### config.mk
export PLATFORM = sky130hd
export DESIGN_NAME = fetch_queue
export DESIGN_NICKNAME = d
export VERILOG_FILES = /design/src/rtl/fetch_queue.sv
export SDC_FILE = /design/constraint.sdc
export NUM_CORES = 1
export LEC_CHECK = 0
export ABC_CLOCK_PERIOD_IN_PS = 12550
export CELL_PAD_IN_SITES_DETAIL_PLACEMENT = 0
export CELL_PAD_IN_SITES_GLOBAL_PLACEMENT = 1
export CORE_MARGIN = 2
export CORE_UTILIZATION = 30
export CTS_CLUSTER_SIZE = 8
export DETAILED_ROUTE_END_ITERATION = 10
export HOLD_SLACK_MARGIN = 0.03
export PLACE_DENSITY_LB_ADDON = 0.05
export SLEW_MARGIN = 40
export SYNTH_ARGS = -nofsm -noshare
export SYNTH_HDL_FRONTEND = slang
export SYNTH_SLANG_ARGS = --single-unit
### constraint.sdc
create_clock -name clk -period 12.55 [get_ports clk]
set_input_delay 2.51 -clock clk [delete_from_list [all_inputs] [get_ports clk]]
set_output_delay 2.51 -clock clk [all_outputs]
set_load 0.01 [all_outputs]
### src/rtl/fetch_queue.sv
// fetch_queue -- decoupled instruction-fetch front end.
//
// Owns the fetch PC and issues in-order requests to an instruction memory
// over a valid/ready request channel. Returned instructions are tagged with
// their PC and buffered in a DEPTH-entry FIFO that feeds decode. A redirect
// (branch/jump) flushes the FIFO, reloads the PCs and arranges for every
// response still in flight to be discarded when it arrives.
//
// Ports
//   clk, rst                      clock (rising edge), async active-high reset
//   redirect_valid, redirect_pc   redirect fetch; redirect_pc[1:0] are ignored
//   imem_req_valid/ready/addr     request channel to imem (addr = fetch PC)
//   imem_rsp_valid/data           in-order responses, one per accepted request
//   dec_valid/ready               head-of-queue handshake with decode
//   dec_instr, dec_pc, dec_pc_plus4  head entry (all zero while empty)
//   occupancy                     number of FIFO entries held
//   protocol_err                  sticky: a response arrived with nothing outstanding
//
// DEPTH must be a power of two and at least 2 so the FIFO pointers wrap
// naturally.

module fetch_queue #(
    parameter int              XLEN     = 64,
    parameter int              ILEN     = 32,
    parameter int              DEPTH    = 4,
    parameter logic [XLEN-1:0] RESET_PC = '0
) (
    input  logic                       clk,
    input  logic                       rst,
    input  logic                       redirect_valid,
    input  logic [XLEN-1:0]            redirect_pc,
    output logic                       imem_req_valid,
    input  logic                       imem_req_ready,
    output logic [XLEN-1:0]            imem_req_addr,
    input  logic                       imem_rsp_valid,
    input  logic [ILEN-1:0]            imem_rsp_data,
    output logic                       dec_valid,
    input  logic                       dec_ready,
    output logic [ILEN-1:0]            dec_instr,
    output logic [XLEN-1:0]            dec_pc,
    output logic [XLEN-1:0]            dec_pc_plus4,
    output logic [$clog2(DEPTH+1)-1:0] occupancy,
    output logic                       protocol_err
);

    localparam int PW = $clog2(DEPTH);
    localparam int OW = $clog2(DEPTH+1);
    // After a redirect up to DEPTH stale requests can still be in flight
    // while DEPTH fresh ones are issued, so outstanding may reach 2*DEPTH.
    localparam int CW = $clog2(2*DEPTH+1) + 1;

    // Architectural state
    logic [XLEN-1:0] fetchPc;      // address of the next request
    logic [XLEN-1:0] rspPc;        // PC that the next kept response belongs to
    logic [PW-1:0]   wrPtr;
    logic [PW-1:0]   rdPtr;
    logic [OW-1:0]   occCnt;
    logic [CW-1:0]   outstanding;  // accepted requests not yet answered
    logic [CW-1:0]   dropCnt;      // of those, how many belong to a dead path
    logic            protocolErr;

    // FIFO storage; the head is read combinationally so that an entry
    // pushed at one edge is visible to decode right after that edge.
    logic [ILEN-1:0] instrMem [DEPTH];
    logic [XLEN-1:0] pcMem    [DEPTH];

    // Handshake and bookkeeping terms
    logic [CW-1:0]   credit;
    logic            reqFire;
    logic            rspAccept;
    logic            rspOrphan;
    logic            rspDrop;
    logic            pushEn;
    logic            popEn;
    logic [XLEN-1:0] redirectAligned;
    logic [ILEN-1:0] headInstr;
    logic [XLEN-1:0] headPc;

    // Live requests (outstanding minus those already doomed) plus held
    // entries can never exceed DEPTH, so a kept response always finds room.
    assign credit = CW'(occCnt) + outstanding - dropCnt;

    assign imem_req_valid = !rst && !redirect_valid && (credit < CW'(DEPTH));
    assign imem_req_addr  = fetchPc;
    assign reqFire        = imem_req_valid && imem_req_ready;

    assign rspOrphan = imem_rsp_valid && (outstanding == '0);
    assign rspAccept = imem_rsp_valid && (outstanding != '0);
    assign rspDrop   = rspAccept && (dropCnt != '0);
    // A response arriving in a redirect cycle belongs to the old path.
    assign pushEn    = rspAccept && (dropCnt == '0) && !redirect_valid;

    assign dec_valid = (occCnt != '0);
    assign popEn     = dec_valid && dec_ready && !redirect_valid;

    assign redirectAligned = redirect_pc & ~XLEN'(3);

    assign headInstr    = instrMem[rdPtr];
    assign headPc       = pcMem[rdPtr];
    assign dec_instr    = dec_valid ? headInstr : '0;
    assign dec_pc       = dec_valid ? headPc : '0;
    assign dec_pc_plus4 = dec_valid ? (headPc + XLEN'(4)) : '0;
    assign occupancy    = occCnt;
    assign protocol_err = protocolErr;

    always_ff @(posedge clk or posedge rst) begin
        if (rst) begin
            fetchPc     <= RESET_PC;
            rspPc       <= RESET_PC;
            wrPtr       <= '0;
            rdPtr       <= '0;
            occCnt      <= '0;
            outstanding <= '0;
            dropCnt     <= '0;
            protocolErr <= 1'b0;
        end else begin
            if (redirect_valid) begin
                fetchPc <= redirectAligned;
                rspPc   <= redirectAligned;
                wrPtr   <= '0;
                rdPtr   <= '0;
                occCnt  <= '0;
                // Everything still in flight after this edge is stale;
                // a response consumed this cycle is already accounted for.
                dropCnt <= outstanding - CW'(rspAccept);
            end else begin
                if (reqFire) begin
                    fetchPc <= fetchPc + XLEN'(4);
                end
                if (pushEn) begin
                    rspPc <= rspPc + XLEN'(4);
                    wrPtr <= wrPtr + PW'(1);
                end
                if (rspDrop) begin
                    dropCnt <= dropCnt - CW'(1);
                end
                if (popEn) begin
                    rdPtr <= rdPtr + PW'(1);
                end
                occCnt <= occCnt + OW'(pushEn) - OW'(popEn);
            end

            outstanding <= outstanding + CW'(reqFire) - CW'(rspAccept);

            if (rspOrphan) begin
                protocolErr <= 1'b1;
            end
        end
    end

    // Storage needs no reset: occupancy alone says which entries are live.
    always_ff @(posedge clk) begin
        if (pushEn) begin
            instrMem[wrPtr] <= imem_rsp_data;
            pcMem[wrPtr]    <= rspPc;
        end
    end

endmodule

# Yosys cells after proc, flatten, opt, wreduce, memory -nomap -nowiden
# Memory sizes are Yosys's and may differ from the RTL's.
# Cells that the tools add are included.
[totals] reg_bits=146 ram_bits=384 inputBits=102 output_inout_bits=230 elab_cells=61 n_memories=2
[mem_list] name="pcMem" depth=4 word_bits=64 rd=1 rd_clocked_by_memory_dff=0 wr=1 line="65" rtl="logic [XLEN-1:0] pcMem [DEPTH];"
[mem_list] name="instrMem" depth=4 word_bits=32 rd=1 rd_clocked_by_memory_dff=0 wr=1 line="64" rtl="logic [ILEN-1:0] instrMem [DEPTH];"
[op_classes] n_addsub=13 n_lt_le_gt_ge=1 muxes=16 reduce_logical=21
[ops] op="$mux W64" n=6
[ops] op="$add A64 B3 Y64 const B" n=3
[ops] op="$mux W32" n=1
[ops] op="$logic_and A1 B1 Y1" n=10
[ops] op="$logic_not A5 Y1" n=2
[ops] op="$mux W5" n=2
[ops] op="$reduce_bool A5 Y1" n=2
[ops] op="$sub A5 B1 Y5" n=2
[ops] op="$mux W2" n=4
[ops] op="$reduce_bool A2 Y1" n=4
[ops] op="$add A3 B5 Y5" n=1
[ops] op="$add A5 B1 Y5" n=1
[ops] op="$lt A5 B3 Y1 const B" n=1
[ops] op="$sub A5 B1 Y5 const B" n=1
[ops] op="$sub A5 B5 Y5" n=1
[ops] op="$add A2 B1 Y2 const B" n=2
[ops] op="$add A3 B1 Y3" n=1
[ops] op="$mux W3" n=1
[ops] op="$reduce_bool A3 Y1" n=1
[ops] op="$sub A3 B1 Y3" n=1
[ops] op="$logic_not A1 Y1" n=2
[ops] op="$mux W1" n=2

# Depth between registers and ports, before layout
# Gate-level depths: netlist of the first run.
[logic_depth] word_depth=7 depth_mapped=17 mapped_depth_nobuf=16

# Least setup slack after synthesis of the first run
# OpenSTA, ideal clock, no wires.
[synth_path] kind="input to register" startpoint="in redirect_valid" endpoint="mem instrMem[0][0] (enable)" setup_ns=0.463 arrival_ns=5.317 required_ns=12.087 setup_slack_ns=6.769 stages=4 path_buffers=2 cell_sequence="clkbuf_1 clkbuf_1 nor2_1 and2_1"
[synth_between] elab_chain_cells=4
[synth_lines] element="from (decl)" line="30" rtl="input logic redirect_valid,"
[synth_lines] element="$logic_not A1 Y1" line="91" rtl="assign pushEn = rspAccept && (dropCnt == '0) && !redirect_valid;"
[synth_lines] element="$logic_and A1 B1 Y1" line="91"
[synth_lines] element="$mux W1" line="153" rtl="if (pushEn) begin"
[synth_lines] element="$mux W1 (implied by the code)" line="154" rtl="instrMem[wrPtr] <= imem_rsp_data;"
[synth_lines] element="to (decl)" line="64"
# No other way between the ends.

# Worst setup path after layout of the first run
[layout_path] startpoint="reg rdPtr[1]" endpoint="out dec_pc_plus4[51]"
[layout_between] elab_chain_cells=3
[layout_lines] element="from (decl)" line="56" rtl="logic [PW-1:0] rdPtr;"
[layout_lines] element="from (signal assigned)" line="138" rtl="rdPtr <= rdPtr + PW'(1);"
[layout_lines] element="$mem_v2 Z4 W64"
[layout_lines] element="$add A64 B3 Y64" line="102" rtl="assign dec_pc_plus4 = dec_valid ? (headPc + XLEN'(4)) : '0;"
[layout_lines] element="$mux W64" line="102"
[layout_lines] element="to (decl)" line="41" rtl="output logic [XLEN-1:0] dec_pc_plus4,"
# No other way between the ends.

==> impl_metrics.py, run 1 <==
metrics = {
    "worst_setup_path": {
        "r2r-start": "occupancy[1]",
        "worst_setup_path_start_kind": "flip-flop",
        "path_class": "flip-flop to output port",
        "path_cells": "buf_12 -> buf_4 -> mux4_1 -> nand4_1 -> nor2_1 -> nand3_1 -> or4_1 -> a21oi_1 -> clkdlybuf4s50_1",
        "bufs_and_invs_on_worst_path": 3,
        "cp.required_ns": 10.04,
        "end_kind": "output port",
        "cp_slowest_stage_delay_ns": 0.77,
        "cp_max_fo": 45,
        "critical-path-slowest-cell": "sky130_fd_sc_hd__nand3_1",
        "cp_data_arrival_time_ns": 5.83,
        "startpoint": "rdPtr[1]",
        "crit_path_leading_delay_family": "simple AND/OR/NAND/NOR gates",
    },
    "sta": {
        "final-max-slew-violation-count": 0,
        "rsz0062_at_grt": "no",
        "max-slew-margin-rel": 0.445,
        "achievable-frequency_mhz": 120,
        "period_share": 0.664,
        "final.setup.tns_ns": 0,
        "hold_viol": 0,
        "final.min_clock_period_ns": 8.34,
        "setup_viol": 0,
        "finClkSkew_ns": 0.0268,
        "transition_at_the_pin_with_the_smallest_max_transition_slack_ns": 0.830,
        "post-route-worst-setup-slack_ns": 4.21,
    },
    "placed_design": {
        "place_congestion": 0.774,
        "placed_area_um2": 29100,
        "pre_cts_slack_ns": 4.86,
        "dp_hpwl_um": 51000,
        "portBuffers": 323,
    },
    "floorplanning": {
        "die_area_um2": 84600,
        "initial_core_util": 0.302,
        "overall_die_width_um": 291,
        "placementRows": 105,
        "die_height_um": 291,
        "core_area_um2": 81700,
        "num_ports": 332,
    },
    "synthesis": {
        "post_synth_num_cell_types": 71,
        "synth_sequential_area_ratio": 0.601,
        "count_of_flip_flops_with_a_built_in_enable_after_synthesis": 376,
        "synth_top_area_share": 0.457,
        "cell_area_after_synthesis_um2": 24700,
        "synth.top_cells.by_area": "sky130_fd_sc_hd__edfxtp_1 (46%), sky130_fd_sc_hd__dfrtp_1 (14%), sky130_fd_sc_hd__mux4_2 (5.1%)",
        "synth_seq_cells": 518,
        "ys_async_sr_fraction": 0.274,
        "synth-main-ff-cell": "sky130_fd_sc_hd__edfxtp_1",
        "yosysWarningCount": 0,
        "synth_largest_area_cell": "sky130_fd_sc_hd__edfxtp_1",
        "post_synth.cell_area_avg_um2": 13.6,
        "netlist_instances": 1818,
    },
    "detailed_routing": {
        "wl_per_cell_um": 22.9,
        "drc": 0,
        "route.detailed.vias_per_inst": 5.03,
        "routed_wl_um": 74500,
        "postRouteAntennaNets": 0,
        "drt_iter0_drc": 1006,
        "detailedRoute.firstPassIterationCount": 5,
        "total_via_count_in_the_routed_design": 16400,
    },
    "finish": {
        "mostFrequentLayoutCell": "sky130_fd_sc_hd__edfxtp_1",
        "area_growth_syn_to_layout_pct": 26.1,
        "final_cell_mix": "sky130_fd_sc_hd__edfxtp_1 (376), sky130_fd_sc_hd__clkdlybuf4s50_1 (322), sky130_fd_sc_hd__dfrtp_1 (140), sky130_fd_sc_hd__nor2_1 (126), sky130_fd_sc_hd__and2_1 (95)",
        "fraction_of_the_core_area_covered_by_cells_at_the_end_of_the_flow": 0.381,
        "post_route_cells_drive_above_1_share": 0.101,
        "final_nets": 2284,
        "finish.instance_area_um2": 31100,
    },
    "power_and_ir_drop": {
        "cellPowerDensity_nw_per_um2": 186,
        "power.static_leakage_nw": 10.3,
        "power.ir.vdd_worst_uv": 120,
    },
    "run": {
        "max_cap_viol_count": 0,
    },
    "clock_tree": {
        "clock-sinks": 518,
        "tritoncts": "done",
        "cts.repair_timing.setup_buffer_count": 0,
        "hold_buffers": 0,
        "cts.reportedPaths.clkPinSlew_ns": 0.05,
        "cts_resized": 0,
        "clock_path_buffers": 3,
        "clk_latency_ns": 0.60,
        "ctsRootBufferMaster": "sky130_fd_sc_hd__clkbuf_16",
        "tritoncts.num_buffers": 75,
        "h-tree-depth": 3,
    },
    "global_route": {
        "grt_start_max_net_pins": 89,
        "antenna_found_initial": 1,
        "global_route.overflow_total": 0,
        "first_global_vias": 16800,
        "gr_util_all_layers": 0.175,
        "first_pass_grt_wire_length_um": 111000,
    },
    "worst_hold_path": {
        "worstHoldStart": "protocol_err",
        "min_path_type": "flip-flop to flip-flop",
    },
    "run_status": {
        "status": "finished, final reports clean",
    },
}
through the flow:
| step | hold WS [ns] | instances | total power, mW |
|---|---|---|---|
| finish | 0.482 | 3254 | 5.78 |
| CTS | 0.483 | 3252 | 5.88 |
| floorplan | 0.493 | 1823 | 3.09 |
| global route | 0.510 | 3253 | 6.09 |
| detailed placement | 0.467 | 3146 | 4.02 |
| global placement | 0.460 | 3140 | 4.01 |
layer usage:
metal  track usage  part of all wire  up-vias
met4        0.0487             0.019        2
li1              -                 -     7607
met5             0           0.00021        -
met1         0.250              0.48     8278
met3        0.0312             0.047       98
met2         0.273              0.45      386
cell usage after synthesis (all sizes together) (12+ instances only):
library cell / number
clkbuf: 66
buf: 29
nand3: 56
o31ai: 16
a21boi: 25
a21oi: 62
nor2: 126
inv: 60
nand2b: 29
edfxtp: 376
dfrtp: 142
o31a: 37
o21ai: 44
xor2: 39
or4: 19
and2: 100
xnor2: 71
o21a: 12
or3: 38
and3: 21
a31oi: 25
mux2i: 16
nor3: 38
mux4: 91
nand4: 51
nor4: 50
ha: 24
nand2: 77
flip-flops by register name, summed over array words and instances (netlist names):
name,count
dropCnt,5
protocol_err,1
imem_req_addr,62
instrMem,128
wrPtr,2
occupancy,3
outstanding,5
rspPc,62
rdPtr,2
pcMem,248
layout make-up:
cell class / instances / area (um2)
Inverter: 60 / 238
Clock inverter: 7 / 81.3
Clock buffer: 99 / 1990
Tap cell: 1070 / 1340
Fill cell: 7868 / 50600
Timing Repair Buffer: 350 / 3490
Multi-Input combinational cell: 1149 / 9140
Sequential cell: 518 / 14900
Antenna cell: 1 / 2.50
logic make-up (layout without fill, tap and decap cells):
kind of cell | after synthesis | after routing | share of synthesized area
adders and majority gates | 28 | 28 | 0.0154
xor gates and xnor gates | 111 | 111 | 0.0399
other | 1 | 7 | 0.000152
AOI/OAI and AO/OA | 244 | 244 | 0.0657
DFF | 518 | 518 | 0.601
and+or+nand+nor | 643 | 643 | 0.146
muxes | 117 | 117 | 0.0995
buffers and inverters | 156 | 516 | 0.0314
power breakdown:
group / total (mW) / switching [mW] / internal, mW
Clock: 1.82 / 0.730 / 1.09
Combinational: 1.90 / 0.988 / 0.911
Sequential: 2.05 / 0.125 / 1.93
worst paths after layout:
path                                     endpoint  slack [ns]  cells past startpoint
worst max-delay path             dec_pc_plus4[51]        4.21                      9
worst min-delay path                 protocol_err        0.48                      1
worst max register to register     outstanding[4]        8.38                     16
worst min register to register       protocol_err        0.48                      1
max in group asynchronous          outstanding[4]        9.08                      3
min in group asynchronous       imem_req_addr[21]        2.45                      2
worst register-to-register path: stages (launching register included):
cell and delay, ns:
sky130_fd_sc_hd__dfrtp_1 0.43, sky130_fd_sc_hd__inv_1 0.14, sky130_fd_sc_hd__fa_1 0.56, sky130_fd_sc_hd__inv_1 0.05
sky130_fd_sc_hd__ha_1 0.27, sky130_fd_sc_hd__and3b_1 0.19, sky130_fd_sc_hd__o21a_1 0.24, sky130_fd_sc_hd__nor4_2 0.53
sky130_fd_sc_hd__o211ai_1 0.22, sky130_fd_sc_hd__ha_1 0.32, sky130_fd_sc_hd__inv_1 0.04, sky130_fd_sc_hd__ha_1 0.19
sky130_fd_sc_hd__fa_1 0.42, sky130_fd_sc_hd__a21oi_1 0.17, sky130_fd_sc_hd__nor2_1 0.06, sky130_fd_sc_hd__nor2_1 0.12
sky130_fd_sc_hd__xnor2_1 0.13
Power figures use the tool's default switching activity.
==> run 2, diff against run 1 <==
ABC_CLOCK_PERIOD_IN_PS = 8600   (was 12550)
clock period = 8.6 ns   (was 12.55 ns; I/O delays follow)
==> impl_metrics.py, run 2 (synthesis gave the netlist of run 1 again) <==
metrics = {
    "sta": {
        "final.min_clock_period_ns": 7.13,
        "setup_viol": 0,
        "final-max-slew-violation-count": 0,
        "hold_viol": 0,
        "max-slew-margin-rel": 0.462,
        "transition_at_the_pin_with_the_smallest_max_transition_slack_ns": 0.805,
        "rsz0062_at_grt": "no",
        "achievable-frequency_mhz": 140,
        "final.hold.worst_slack_ns": 0.479,
        "final.setup.tns_ns": 0,
        "period_share": 0.830,
        "finClkSkew_ns": 0.0235,
    },
    "floorplanning": {
        "num_ports": 332,
        "core_area_um2": 81700,
        "overall_die_width_um": 291,
        "placementRows": 105,
        "initial_core_util": 0.302,
        "die_height_um": 291,
        "die_area_um2": 84600,
    },
    "global_route": {
        "antenna_found_initial": 3,
        "first_pass_grt_wire_length_um": 111000,
        "grt_start_max_net_pins": 76,
        "gr_util_all_layers": 0.175,
        "first_global_vias": 16700,
        "global_route.overflow_total": 0,
    },
    "clock_tree": {
        "hold_buffers": 0,
        "tritoncts": "done",
        "clk_latency_ns": 0.61,
        "h-tree-depth": 3,
        "cts.repair_timing.setup_buffer_count": 0,
        "ctsRootBufferMaster": "sky130_fd_sc_hd__clkbuf_16",
        "clock_path_buffers": 3,
        "tritoncts.num_buffers": 76,
        "cts.reportedPaths.clkPinSlew_ns": 0.05,
        "clock-sinks": 518,
        "cts_resized": 0,
    },
    "worst_setup_path": {
        "startpoint": "rdPtr[0]",
        "cp.required_ns": 6.88,
        "cp_data_arrival_time_ns": 5.41,
        "worst_setup_path_start_kind": "flip-flop",
        "path_class": "flip-flop to output port",
        "end_kind": "output port",
        "r2r-start": "occupancy[1]",
        "cp_max_fo": 40,
    },
    "finish": {
        "finish.instance_area_um2": 31300,
        "area_growth_syn_to_layout_pct": 26.7,
        "stdcell_count": 3263,
        "biggestRegsByFlops": "pcMem x248, instrMem x128",
        "largest_register": "pcMem",
        "largest_register_ffs": 248,
        "final_cell_mix": "sky130_fd_sc_hd__edfxtp_1 (376), sky130_fd_sc_hd__clkdlybuf4s50_1 (322), sky130_fd_sc_hd__dfrtp_1 (140), sky130_fd_sc_hd__nor2_1 (126), sky130_fd_sc_hd__and2_1 (95)",
        "mostFrequentLayoutCell": "sky130_fd_sc_hd__edfxtp_1",
        "final_nets": 2287,
        "post_route_cells_drive_above_1_share": 0.104,
    },
    "detailed_routing": {
        "total_via_count_in_the_routed_design": 16300,
        "top_layer_used": "met5",
        "wl_met2_um": 33600,
        "postRouteAntennaNets": 0,
        "met3_wirelength_um": 3580,
        "drt_iter0_drc": 945,
        "route.detailed.vias_per_inst": 5.00,
        "detailedRoute.firstPassIterationCount": 5,
        "m1WireLength_um": 35300,
        "routed_wl_um": 74000,
        "drc": 0,
        "wl_per_cell_um": 22.7,
    },
    "worst_hold_path": {
        "min_path_type": "flip-flop to flip-flop",
        "worstHoldStart": "protocol_err",
    },
    "placed_design": {
        "number_of_cells_after_detailed_placement": 3147,
        "placed_area_um2": 29100,
        "dp_hpwl_um": 51100,
        "place_congestion": 0.763,
        "portBuffers": 323,
    },
    "power_and_ir_drop": {
        "power.ir.vdd_worst_uv": 151,
        "cellPowerDensity_nw_per_um2": 273,
        "power.static_leakage_nw": 10.4,
    },
    "run_status": {
        "status": "finished, final reports clean",
    },
    "run": {
        "max_cap_viol_count": 0,
    },
}
-- run 2: through the flow --
step	setup WS, ns	utilization	total power [mW]
CTS	1.00	0.382	8.70
finish	1.47	0.383	8.54
global placement	1.71	0.354	5.85
detailed placement	1.66	0.356	5.86
global route	1.07	0.383	9.01
floorplan	3.07	-	4.50
-- run 2: critical path: stages, from the launching register on --
cell and delay, ns:
sky130_fd_sc_hd__dfrtp_4 0.87, sky130_fd_sc_hd__buf_4 0.72, sky130_fd_sc_hd__mux4_1 0.57, sky130_fd_sc_hd__nand4_1 0.23, sky130_fd_sc_hd__nor3_1 0.45, sky130_fd_sc_hd__nand4_1 0.53
sky130_fd_sc_hd__or4_1 0.65, sky130_fd_sc_hd__a21oi_1 0.16, sky130_fd_sc_hd__clkdlybuf4s50_1 0.57
-- run 2: layout make-up --
| class | count | area, um2 |
|---|---|---|
| inverter | 60 | 235 |
| fill | 7828 | 50400 |
| clock inverter | 6 | 85.1 |
| tap | 1070 | 1340 |
| clock buffer | 104 | 2090 |
| antenna | 4 | 10.0 |
| sequential | 518 | 14900 |
| timing repair buffer | 352 | 3500 |
| multi-input combinational | 1149 | 9160 |
-- run 2: final timing paths --
kind	end	slack [ns]	cells past startpoint
min in group asynchronous	imem_req_addr[26]	1.69	2
setup / recovery	dec_pc_plus4[45]	1.47	8
hold reg to reg	protocol_err	0.48	1
hold / removal	protocol_err	0.48	1
max in group asynchronous	imem_req_addr[31]	5.83	3
setup reg to reg	outstanding[4]	4.50	16
-- run 2: routing by layer --
metal / up-vias / GRT usage
li1: 7623 / -
met1: 8223 / 0.249
met2: 353 / 0.272
met3: 103 / 0.0344
met4: 2 / 0.0469
met5: - / 0
-- run 2: where the power goes --
| part | total (mW) | leakage [nW] | switching [mW] | internal, mW |
|---|---|---|---|---|
| Clock | 2.77 | 1.06 | 1.07 | 1.70 |
| Sequential | 3.02 | 4.98 | 0.204 | 2.82 |
| Combinational | 2.74 | 4.34 | 1.41 | 1.33 |
